`src/rtl/jesd204b_pkg.sv`:
```
// Shared types and constants for the JESD204B RX link controller.
package jesd204b_pkg;

   // Link state encodings, also exported on o_state.
   typedef enum logic [2:0] {
      GT_RST  = 3'd0,
      GT_WAIT = 3'd1,
      CGS     = 3'd2,
      ILAS    = 3'd3,
      DATA    = 3'd4,
      RESYNC  = 3'd5
   } link_state_e;

   localparam logic [7:0] K28_5 = 8'hBC;
   localparam logic [7:0] K28_0 = 8'h1C;
   localparam logic [7:0] K28_3 = 8'h7C;

   // LMFC period in user-clock cycles (4 octets per cycle per lane).
   function automatic int lmfc_period(input int f, input int k);
      return (f * k) / 4;
   endfunction

endpackage

```
`src/rtl/jesd204b_lane_mon.sv`:
```
// Per-lane monitor: K28.5 run/sync, /R/ and /A/ detection, error counting.
module jesd204b_lane_mon
   import jesd204b_pkg::*;
#(
   parameter int ILAS_MF   = 4,
   parameter int ERR_LIMIT = 3
) (
   input  logic        i_clk,
   input  logic        i_rst_n,
   input  logic        i_clr,
   input  logic        i_cgs,
   input  logic        i_ilas,
   input  logic        i_aligned,
   input  logic [31:0] i_data,
   input  logic [3:0]  i_charisk,
   input  logic [3:0]  i_err,
   output logic        o_sync,
   output logic        o_a_done,
   output logic        o_r_bad,
   output logic        o_err_hit
);
   localparam int AW = $clog2(ILAS_MF + 1);
   localparam int EW = $clog2(ERR_LIMIT + 1);
   localparam logic [AW-1:0] A_MAX = AW'(ILAS_MF);
   localparam logic [AW-1:0] A_PRE = AW'(ILAS_MF - 1);
   localparam logic [EW-1:0] E_MAX = EW'(ERR_LIMIT);
   localparam logic [EW-1:0] E_PRE = EW'(ERR_LIMIT - 1);

   logic [1:0]    run_q;
   logic          sync_q;
   logic [AW-1:0] acnt_q;
   logic [EW-1:0] ecnt_q;
   logic          k28_5, a_hit, r_upper, err_any;

   // Character classification of the current 4-byte word.
   always_comb begin
      k28_5   = (&i_charisk) && (i_data == {4{K28_5}});
      a_hit   = i_charisk[3] && (i_data[31:24] == K28_3);
      err_any = |i_err;
      r_upper = 1'b0;
      for (int b = 1; b < 4; b++)
         if (i_charisk[b] && (i_data[8*b +: 8] == K28_0)) r_upper = 1'b1;
   end

   // Sync needs four consecutive all-K28.5 words; a bad word restarts the run.
   always_ff @(posedge i_clk or negedge i_rst_n) begin
      if (!i_rst_n) begin
         run_q  <= '0;
         sync_q <= 1'b0;
      end else if (i_clr) begin
         run_q  <= '0;
         sync_q <= 1'b0;
      end else if (i_cgs && !sync_q) begin
         if (k28_5 && i_aligned) begin
            if (run_q == 2'd3) sync_q <= 1'b1;
            else               run_q  <= run_q + 2'd1;
         end else begin
            run_q <= '0;
         end
      end
   end

   // /A/ count during ILAS and saturating error count.
   always_ff @(posedge i_clk or negedge i_rst_n) begin
      if (!i_rst_n) begin
         acnt_q <= '0;
         ecnt_q <= '0;
      end else if (i_clr) begin
         acnt_q <= '0;
         ecnt_q <= '0;
      end else begin
         if (i_ilas && a_hit && (acnt_q != A_MAX)) acnt_q <= acnt_q + 1'b1;
         if (err_any && (ecnt_q != E_MAX))         ecnt_q <= ecnt_q + 1'b1;
      end
   end

   // Look-ahead flags so the FSM acts on the same cycle the count completes.
   assign o_sync    = sync_q;
   assign o_a_done  = (acnt_q == A_MAX) || ((acnt_q == A_PRE) && i_ilas && a_hit);
   assign o_r_bad   = i_ilas && r_upper;
   assign o_err_hit = (ecnt_q == E_MAX) || ((ecnt_q == E_PRE) && err_any);

endmodule

```
`src/rtl/jesd204b_rx_link_ctrl.sv`:
```
// JESD204B subclass-1 RX link controller: GT reset, CGS, ILAS, data phase.
module jesd204b_rx_link_ctrl
   import jesd204b_pkg::*;
#(
   parameter int LANES      = 4,
   parameter int FRAME_SIZE = 1,
   parameter int FMLC_NUM   = 8,
   parameter int ILAS_MF    = 4,
   parameter int ERR_LIMIT  = 3,
   parameter int GT_RST_CYC = 64
) (
   input  logic                  i_clk,
   input  logic                  i_rst_n,
   input  logic                  i_sysref,
   input  logic                  i_gt_reset_rx_done,
   input  logic [LANES-1:0]      i_byteisaligned,
   input  logic [LANES*32-1:0]   i_rx_data,
   input  logic [LANES*4-1:0]    i_rx_charisk,
   input  logic [LANES*4-1:0]    i_rx_err,
   output logic                  o_gt_reset_all,
   output logic                  o_rx8b10ben,
   output logic                  o_commaalign_en,
   output logic                  o_nsync,
   output logic                  o_link_up,
   output logic [LANES*32-1:0]   o_rx_data,
   output logic                  o_rx_valid,
   output logic [2:0]            o_state,
   output logic                  o_lmfc_edge
);
   localparam int P  = lmfc_period(FRAME_SIZE, FMLC_NUM);
   localparam int LW = (P > 1) ? $clog2(P) : 1;
   localparam int GW = $clog2(GT_RST_CYC + 1);
   localparam logic [LW-1:0] L_LAST = LW'(P - 1);
   localparam logic [GW-1:0] G_LAST = GW'(GT_RST_CYC - 1);

   link_state_e       state_q, state_d;
   logic [GW-1:0]     gcnt_q;
   logic [LW-1:0]     lmfc_q, lmfc_nat, lmfc_d;
   logic              sysref_q, lmfc_edge_q;
   logic              gt_reset_all_q, rx8b10ben_q, comma_q, nsync_q, link_up_q, rx_valid_q;
   logic [LANES*32-1:0] rx_data_q;
   logic [LANES-1:0]  sync_w, a_done_w, r_bad_w, err_hit_w;
   logic              lane_clr, in_cgs, in_ilas;

   assign lane_clr = !(state_q inside {CGS, ILAS, DATA});
   assign in_cgs   = (state_q == CGS);
   assign in_ilas  = (state_q == ILAS);

   for (genvar g = 0; g < LANES; g++) begin : g_lane
      jesd204b_lane_mon #(.ILAS_MF(ILAS_MF), .ERR_LIMIT(ERR_LIMIT)) u_mon (
         .i_clk     (i_clk),
         .i_rst_n   (i_rst_n),
         .i_clr     (lane_clr),
         .i_cgs     (in_cgs),
         .i_ilas    (in_ilas),
         .i_aligned (i_byteisaligned[g]),
         .i_data    (i_rx_data[32*g +: 32]),
         .i_charisk (i_rx_charisk[4*g +: 4]),
         .i_err     (i_rx_err[4*g +: 4]),
         .o_sync    (sync_w[g]),
         .o_a_done  (a_done_w[g]),
         .o_r_bad   (r_bad_w[g]),
         .o_err_hit (err_hit_w[g])
      );
   end

   // Natural LMFC advance; the nsync release decision uses this, not the SYSREF reload.
   assign lmfc_nat = (lmfc_q == L_LAST) ? '0 : lmfc_q + 1'b1;
   assign lmfc_d   = (i_sysref && !sysref_q) ? '0 : lmfc_nat;

   // LMFC counter with SYSREF phase alignment; edge flag tracks counter == 0.
   always_ff @(posedge i_clk or negedge i_rst_n) begin
      if (!i_rst_n) begin
         sysref_q    <= 1'b0;
         lmfc_q      <= '0;
         lmfc_edge_q <= 1'b0;
      end else begin
         sysref_q    <= i_sysref;
         lmfc_q      <= lmfc_d;
         lmfc_edge_q <= (lmfc_d == '0);
      end
   end

   // Next-state decode; errors take priority over ILAS completion.
   always_comb begin
      state_d = state_q;
      case (state_q)
         GT_RST:  if (gcnt_q == G_LAST) state_d = GT_WAIT;
         GT_WAIT: if (i_gt_reset_rx_done) state_d = CGS;
         CGS:     if ((&sync_w) && (lmfc_nat == '0)) state_d = ILAS;
         ILAS: begin
            if ((|err_hit_w) || (|r_bad_w) || !(&i_byteisaligned)) state_d = RESYNC;
            else if (&a_done_w)                                     state_d = DATA;
         end
         DATA:    if ((|err_hit_w) || !(&i_byteisaligned)) state_d = RESYNC;
         RESYNC:  state_d = CGS;
         default: state_d = GT_RST;
      endcase
      if ((state_q inside {CGS, ILAS, DATA, RESYNC}) && !i_gt_reset_rx_done)
         state_d = GT_RST;
   end

   // State register, GT reset timer and registered control outputs.
   always_ff @(posedge i_clk or negedge i_rst_n) begin
      if (!i_rst_n) begin
         state_q        <= GT_RST;
         gcnt_q         <= '0;
         gt_reset_all_q <= 1'b1;
         rx8b10ben_q    <= 1'b0;
         comma_q        <= 1'b0;
         nsync_q        <= 1'b0;
         link_up_q      <= 1'b0;
         rx_valid_q     <= 1'b0;
      end else begin
         state_q        <= state_d;
         gcnt_q         <= ((state_q == GT_RST) && (state_d == GT_RST)) ? gcnt_q + 1'b1 : '0;
         gt_reset_all_q <= (state_d == GT_RST);
         rx8b10ben_q    <= (state_d != GT_RST);
         comma_q        <= (state_d == CGS);
         nsync_q        <= (state_d == ILAS) || (state_d == DATA);
         link_up_q      <= (state_d == DATA);
         rx_valid_q     <= (state_d == DATA);
      end
   end

   // One-cycle data pipeline; o_rx_valid qualifies it.
   always_ff @(posedge i_clk or negedge i_rst_n) begin
      if (!i_rst_n) rx_data_q <= '0;
      else          rx_data_q <= i_rx_data;
   end

   assign o_gt_reset_all  = gt_reset_all_q;
   assign o_rx8b10ben     = rx8b10ben_q;
   assign o_commaalign_en = comma_q;
   assign o_nsync         = nsync_q;
   assign o_link_up       = link_up_q;
   assign o_rx_valid      = rx_valid_q;
   assign o_rx_data       = rx_data_q;
   assign o_state         = state_q;
   assign o_lmfc_edge     = lmfc_edge_q;

endmodule
```
`config.mk`:
```
export PLATFORM = sky130hd
export DESIGN_NAME = jesd204b_rx_link_ctrl
export DESIGN_NICKNAME = d
export VERILOG_FILES = /design/src/rtl/jesd204b_pkg.sv /design/src/rtl/jesd204b_lane_mon.sv /design/src/rtl/jesd204b_rx_link_ctrl.sv
export SDC_FILE = /design/constraint.sdc
export NUM_CORES = 1
export LEC_CHECK = 0
export ABC_AREA = 1
export BUFFER_PORTS_ARGS = -buffer_cell sky130_fd_sc_hd__buf_2
export CAP_MARGIN = 20
export CORE_AREA = 2 2 119 121
export DETAILED_ROUTE_END_ITERATION = 6
export DIE_AREA = 0 0 121 123
export PLACE_DENSITY = 0.86
export SYNTH_ARGS = -nofsm -noshare
export SYNTH_HDL_FRONTEND = slang
export SYNTH_SLANG_ARGS = --single-unit
```
`constraint.sdc`:
```
create_clock -name i_clk -period 4.09 [get_ports i_clk]
set_input_delay 0.2045 -clock i_clk [delete_from_list [all_inputs] [get_ports i_clk]]
set_output_delay 0.2045 -clock i_clk [all_outputs]
set_load 0.005 [all_outputs]
```
==> out/metrics.csv, run 1 <==
metric,value,unit
RSZ-0062 raised after global routing,no,
cts repair resizes,0,
Initial Utilization,49.87,%
worst rel slew slack,35.24,%
final hold slack,0.2098,ns
Total Wirelength,24610,µm
sequential-to-total area share from yosys stat,65.64,%
Tot GR Track Use,33.40,%
share of layout cells above drive strength 1,31.45,%
status,finished clean,
die area,14880,µm²
top-area cell type share of the netlist area,65.25,%
"Design Area, Final",10490,µm²
hpwl dp,14710,µm
setup repair bufs after CTS,0,
die height,123,µm
global-route wire length before repair,37110,µm
Final Hold Viols,0,
crit path max fanout,4,
Row Count,43,
Worst R2R Path Depth,7,
final slew viol count,0,
fin crit period,2.368,ns
Wirelength per Cell,18.99,µm
CTS tree,built,
number of global-route vias before repair,7004,
H-tree levels,4,
Max Fclk,422.3,MHz
clk_skew,0.004684,ns
RePlAce Congestion,0.8801,
# IOs,306,
Leak Pwr,0.005510,µW
largest net degree at the start of global routing,112,
max cap viols,0,
vias post-DR,6765,
largest area contributor in the netlist,dfrtp_1,
DRC viols,0,
YS warnings,0,
vias per cell,5.220,
Startpoint Class,input pin,
Seq cells post-synth,178,
CTS clock-pin slew for the worst setup and hold paths,0.06,ns
CP Data Required Time,4.38,ns
Crit path arrival time,2.65,ns
Inst Count DP,1131,
hold crit path type,input pin to flop,
clk_lat worst skew,0.42,ns
CTS max path bufs,2,
drt pass-1 iters,6,
antenna-violating nets left,0,
Finished Layout Cells,1296,
area post-placement,8546,µm²
CORE AREA,13610,µm²
Worst Max-Slew Pin Slew,0.9714,ns
Post-Syn Nets,840,
PortBufs,305,
syn avg cell area,10.49,µm²
endpoints failing setup,0,
initial antenna violation count,2,
VDD IR max,0.0002637,V
Congestion Overflow GR,0,
WS Path Type,input pin to flop,
"Cell Area, Synth",6788,µm²
critical path capture point type,flop,
synthesis-to-finish area growth,54.54,%
largest cells by area after synthesis,"dfrtp_1 (65%), inv_1 (5.5%), nand2_1 (5.4%)",
total CTS buffers,17,
CTS root buf,clkbuf_16,
Horiz. Die Dim,121,µm
Cells after Synth,647,
post-layout net count,1293,
Initial DRC Count,603,
Setup TNS,0,ns
Min-Delay Path Depth,5,
synth unique cells,36,
Fillers,764,
P per Cell Area,428.2,nW/µm²
Sinks on Clock Net,178,
fin crit share,57.90,%
## cells in the final DEF (no fill, tap or decap), types with 3 or more instances in the layout
cell,synthesis,final
nand2_1,97,97
dlygate4sd3_1,0,130
nand3_1,53,53
nand2_2,4,4
buf_2,0,304
nand3b_1,4,4
xor2_1,4,4
ha_1,25,25
o31ai_1,3,3
bufinv_16,0,4
a211oi_1,3,3
nor3_1,11,11
a21oi_1,20,20
nor3b_1,3,3
clkbuf_16,0,17
diode_2,0,3
o21ai_0,11,11
nand4_1,22,22
nor2_1,84,84
dfrtp_1,177,177
inv_1,100,100
nor2_2,3,3
nor4_1,3,3
## critical path, stage by stage
cell and delay, ns:
dlygate4sd3_1 0.55, buf_2 0.14, inv_1 0.06, nand2_1 0.05
nor2_1 0.48, nand4_1 0.20, nor3_1 0.47, nand3_1 0.14
nand3_1 0.16, nor2_1 0.05, nand3_1 0.07, a21oi_1 0.07
## repair_timing
item,in CTS,in global routing
hold buffers,130,0
endpoints found under the setup margin,0,0
endpoints found under the hold margin,238,0
## per-stage QoR
step / power, µW / worst slack (ns) / util (%)
3_5_place_dp: 2625 / 1.795 / 62.78
2_1_floorplan: 2305 / 2.295 / -
3_3_place_gp: 2597 / 1.876 / 62.78
6_report: 4491 / 1.722 / 77.07
5_1_grt: 4690 / 1.519 / 77.05
4_1_cts: 4456 / 1.806 / 77.01
## area by class of cell
type / count / area, µm² / share of cell area, %
Clock inverter: 11 / 175.2 / 1.670
Multi-Input combinational cell: 364 / 1934 / 18.44
Tap cell: 180 / 225.2 / 2.147
Timing Repair Buffer: 437 / 2849 / 27.16
Sequential cell: 178 / 4456 / 42.47
Inverter: 102 / 382.9 / 3.650
Clock buffer: 21 / 460.4 / 4.389
Antenna cell: 3 / 7.507 / 0.07156
## final timing paths
check | start | endpoint | slack (ns)
worst max-delay path | i_rx_data[89] | g_lane[2].u_mon.run_q[0]$_DFFE_PN0P_ | 1.72
worst min-delay path | i_gt_reset_rx_done | o_state[0]$_DFF_PN0_ | 0.21
worst max register to register | o_state[2]$_DFF_PN0_ | g_lane[2].u_mon.acnt_q[0]$_DFFE_PN0P_ | 1.78
worst min register to register | gcnt_q[0]$_DFF_PN0_ | gcnt_q[0]$_DFF_PN0_ | 0.46
max in group asynchronous | i_rst_n | o_rx_data[77]$_DFF_PN0_ | 2.56
min in group asynchronous | i_rst_n | o_rx_data[54]$_DFF_PN0_ | 0.49
## synthesized netlist by cell type (all sizes together)
library cell	instances
clkinv	1
nand3	54
dfrtp	177
nand4	23
xor2	4
o211ai	1
o31ai	3
o21ai	12
inv	101
o22ai	2
a21oi	20
o211a	1
nand2	101
nand3b	4
nor4	4
nor4b	1
ha	25
a31oi	1
a211oi	3
nor3	11
or2	1
nor2	87
and3b	1
o21a	1
dfstp	1
buf	1
nor3b	3
xnor2	1
clkbuf	2
## flip-flops by register name, indices dropped and copies added, names as in the netlist
signal	cells
g_lane.u_mon.o_sync	4
sysref_q	1
o_rx_valid	1
o_rx8b10ben	1
g_lane.u_mon.run_q	8
g_lane.u_mon.acnt_q	12
g_lane.u_mon.ecnt_q	8
o_lmfc_edge	1
lmfc_q	1
gcnt_q	7
o_gt_reset_all	1
o_rx_data	128
o_nsync	1
o_commaalign_en	1
o_state	3
## report_power, final
part           internal [µW]  total, µW  switching (µW)
registers               1890       1950            66.3
logic                    326        775             449
clock network           1060       1770             703
## metal layers
| layer | wire (µm) | track usage [%] | part of all wire, % | up-vias |
|---|---|---|---|---|
| met5 | 0 | 0 | 0 | - |
| met1 | 8806 | 37.98 | 36 | 3257 |
| met2 | 12600 | 56.99 | 51 | 410 |
| met4 | 1445 | 21.66 | 5.9 | 0 |
| li1 | - | - | - | 2978 |
| met3 | 1761 | 7.565 | 7.2 | 120 |
## cell families after synthesis
family          count (synthesis)  share of synthesized area (%)
buf+inv                       105                          5.862
xor+xnor                        5                         0.6451
compound gates                 44                          3.668
fa+ha+maj                      25                          4.608
flops                         178                          65.64
simple gates                  290                          19.58
Power figures use the tool's default switching activity.
==> run 2, diff against run 1 <==
--- a/config.mk
+++ b/config.mk
@@ -5,13 +5,13 @@
 export SDC_FILE = /design/constraint.sdc
 export NUM_CORES = 1
 export LEC_CHECK = 0
-export ABC_AREA = 1
+export ABC_AREA = 0
 export BUFFER_PORTS_ARGS = -buffer_cell sky130_fd_sc_hd__buf_2
 export CAP_MARGIN = 20
-export CORE_AREA = 2 2 119 121
+export CORE_ASPECT_RATIO = 1.4
+export CORE_UTILIZATION = 47
 export DETAILED_ROUTE_END_ITERATION = 6
-export DIE_AREA = 0 0 121 123
-export PLACE_DENSITY = 0.86
+export PLACE_DENSITY = 0.82
 export SYNTH_ARGS = -nofsm -noshare
 export SYNTH_HDL_FRONTEND = slang
 export SYNTH_SLANG_ARGS = --single-unit
==> constraint.sdc (replaced) <==
create_clock -name i_clk -period 2.22 [get_ports i_clk]
set_input_delay 0.111 -clock i_clk [delete_from_list [all_inputs] [get_ports i_clk]]
set_output_delay 0.111 -clock i_clk [all_outputs]
set_load 0.005 [all_outputs]
==> run 2 against run 1 <==
The run now ends with setup timing left. Total power grew 74%. Design area grew 2.6%. Critical endpoint is now o_commaalign_en$_DFF_PN0_. Clock power grew 64%. Worst setup slack lost 2.2 ns. Die area is 1.9% lower. Sequential power rose by 84%. Cell count fell by 7.1%. Flip-flop and latch count stayed put. Clock-buffer cell count is 3 lower. Critical path type is now flop to flop. Routed wire length fell by 1.5%.
==> out/metrics.csv, run 2 <==
metric,value,unit,change
status,"complete, but fails checks",,
failing checks,setup timing,,
antenna-violating nets left,0,,unchanged
Min-Delay Path Depth,4,,-1
"Cell Area, Synth",6633,µm²,-2.3%
CTS tree,built,,
Total Wirelength,24230,µm,-1.5%
hpwl dp,14670,µm,-0.24%
Final Util,77.69,%,+0.62 points
Crit path largest cell delay,0.52,ns,-0.03 ns
Max Fclk,372.1,MHz,
RePlAce Congestion,0.8107,,-7.9%
Horiz. Die Dim,102.4,µm,-15%
initial antenna violation count,5,,+3
# IOs,306,,unchanged
Setup TNS,-3.267,ns,-3.267 ns
Inst Count DP,1033,,-8.7%
Startpoint Class,flop,,
synth unique cells,59,,+64%
H-tree levels,4,,unchanged
share of layout cells above drive strength 1,41.72,%,+10 points
hold crit path type,input pin to flop,,
"EDFF count, synth",0,,unchanged
clk_skew,0.006441,ns,+0.001758 ns
Fillers,797,,+4.3%
post-layout net count,1194,,-7.7%
largest area contributor in the netlist,dfrtp_1,,
Finished Layout Cells,1204,,-7.1%
P per Cell Area,724.5,nW/µm²,+69%
worst rel slew slack,61.32,%,+26 points
Initial Utilization,47.90,%,-2.0 points
Cells after Synth,499,,-23%
Stages on worst setup path,7,,-5
fin crit period,2.687,ns,
Initial DRC Count,360,,-40%
Synth top cells by count,"dfrtp_1 (177), nor2_1 (47), ha_1 (25)",,
"Slowest-stage cell, CP",or4_4,,
Crit path arrival time,3.01,ns,+0.36 ns
total CTS buffers,17,,unchanged
Wirelength per Cell,20.13,µm,+6.0%
die area,14600,µm²,-1.9%
RSZ-0062 raised after global routing,yes,,
Tot GR Track Use,34.11,%,+0.70 points
worst-path cell chain,"ha_2, and4bb_2, nand4_1, or4b_4, or4_4, or3_4, a211oi_2",,
die height,142.6,µm,+16%
Leak Pwr,0.005125,µW,-7.0%
Worst R2R Path Depth,7,,unchanged
post-layout worst setup margin,-0.4672,ns,-2.189 ns
sequential-to-total area share from yosys stat,67.18,%,+1.5 points
vias per cell,5.309,,+1.7%
drt pass-1 iters,4,,-2
max cap viols,0,,unchanged
CTS max path bufs,2,,unchanged
"most common cell after layout, fill and taps aside",buf_2,,
Worst Max-Slew Pin Slew,0.5749,ns,-0.3964 ns
crit path max fanout,3,,-1
most frequent cells in the layout,"buf_2 (304), dfrtp_1 (177), dlygate4sd3_1 (131), buf_4 (52), nor2_1 (47)",,
Congestion Overflow GR,0,,unchanged
synthesis-to-finish area growth,62.20,%,
clk_lat worst skew,0.42,ns,about the same
Seq cells post-synth,178,,unchanged
CTS root buf,clkbuf_16,,
VDD IR max,0.0004652,V,+76%
vias post-DR,6392,,-5.5%
Sinks on Clock Net,178,,unchanged
number of global-route vias before repair,6870,,-1.9%
Buf/Inv on CP,0,,-3
syn avg cell area,13.29,µm²,+27%
PortBufs,305,,unchanged
Row Count,51,,+19%
final slew viol count,0,,unchanged
top-area cell type share of the netlist area,66.78,%,+1.5 points
CP Data Required Time,2.54,ns,-1.84 ns
Final Hold Viols,0,,unchanged
final hold slack,0.08197,ns,-0.1279 ns
largest net degree at the start of global routing,58,,-48%
max reg flops,128,,unchanged
CORE AREA,13850,µm²,+1.7%
Synth Flop Type,dfrtp_1,,
CTS clock-pin slew for the worst setup and hold paths,0.07,ns,about the same
top-count cell post-synth,dfrtp_1,,
Post-Syn Nets,692,,-18%
endpoints failing setup,14,,+14
YS warnings,0,,unchanged
fin crit share,121.0,%,
"CP delay by family, top",simple AND/OR/NAND/NOR gates,,
post-synthesis async set-or-reset flop share,100.0,%,unchanged
largest cells by area after synthesis,"dfrtp_1 (67%), ha_1 (4.7%), nor2_1 (2.7%)",,
DRC viols,0,,unchanged
critical path capture point type,flop,,
WS Path Type,flop to flop,,
global-route wire length before repair,36530,µm,-1.6%
Final Total Pwr,7794,µW,+74%
==> run 2: changes by cell type after synthesis, moves of 6 or more <==
cell,change
nor3_1,-6
nand4b_1,+14
nor4_1,+14
nor2_1,-37
nand3_1,-30
or4_1,+10
nand4_1,-14
inv_1,-76
a21oi_1,-9
nand2_1,-78
xnor2_1,+8
==> run 2: worst min-delay path, stage by stage <==
cell and delay [ns]:
buf_2 0.09, nor4_1 0.05, o21ai_0 0.14, a21oi_1 0.07
==> run 2: cell type report <==
| cell class | count | area [µm²] | share of cell area, % |
|---|---|---|---|
| multi-input combinational | 290 | 2123 | 19.74 |
| timing repair buffer | 490 | 3274 | 30.44 |
| antenna | 5 | 12.51 | 0.1163 |
| tap | 185 | 231.5 | 2.152 |
| inverter | 24 | 90.09 | 0.8374 |
| sequential | 178 | 4456 | 41.42 |
| clock buffer | 18 | 429.2 | 3.989 |
| clock inverter | 14 | 141.4 | 1.314 |
==> run 2: worst paths after layout <==
kind	startpoint	endpoint	slack [ns]
worst min register to register	gcnt_q[0]$_DFF_PN0_	gcnt_q[0]$_DFF_PN0_	0.49
max in group asynchronous	i_rst_n	o_gt_reset_all$_DFF_PN1_	1.20
worst max-delay path	g_lane[0].u_mon.ecnt_q[0]$_DFFE_PN0P_	o_commaalign_en$_DFF_PN0_	-0.47
min in group asynchronous	i_rst_n	o_rx_data[122]$_DFF_PN0_	0.22
worst max register to register	g_lane[0].u_mon.ecnt_q[0]$_DFFE_PN0P_	o_commaalign_en$_DFF_PN0_	-0.47
worst min-delay path	i_rx_err[10]	g_lane[2].u_mon.ecnt_q[1]$_DFFE_PN0P_	0.08
==> run 2: per-layer routing <==
layer	GRT usage, %	routed length, µm
met5	0	0
met4	23.31	1451
met3	12.23	1850
met2	57.44	12780
met1	34.82	8147
==> run 2: power by group <==
part / switching, µW / internal [µW] / total (µW)
Combinational: 641 / 663 / 1300
Sequential: 115 / 3470 / 3590
Clock: 1410 / 1500 / 2900
==> run 2: per-stage QoR <==
step | cell area [µm²] | setup slack (ns)
after floorplan | 6676 | -0.3695
after global placement | 8803 | -0.3951
after detailed placement | 8803 | -0.4400
after CTS | 10700 | -0.4986
after global routing | 10760 | -0.5548
final | 10760 | -0.4672
==> run 2: kinds of logic (layout without fill, tap and decap cells) <==
| logic type | Yosys count | count (layout) | share of synthesized area [%] |
|---|---|---|---|
| muxes | 6 | 6 | 0.9432 |
| other | 0 | 5 | 0 |
| xor gates and xnor gates | 11 | 11 | 1.453 |
| AOI/OAI and AO/OA | 51 | 51 | 5.452 |
| adders and majority gates | 26 | 26 | 4.867 |
| DFF | 178 | 178 | 67.18 |
| and+or+nand+nor | 196 | 196 | 18.02 |
| buffers and inverters | 31 | 546 | 2.094 |
==> run 2: timing repair <==
action,CTS,global route
setup buffers,2,1
pin swaps,1,2
hold buffers,131,0
gates cloned,0,0
gates resized for setup,0,6
hold endpoints to repair,187,0
endpoints found under the setup margin,13,16
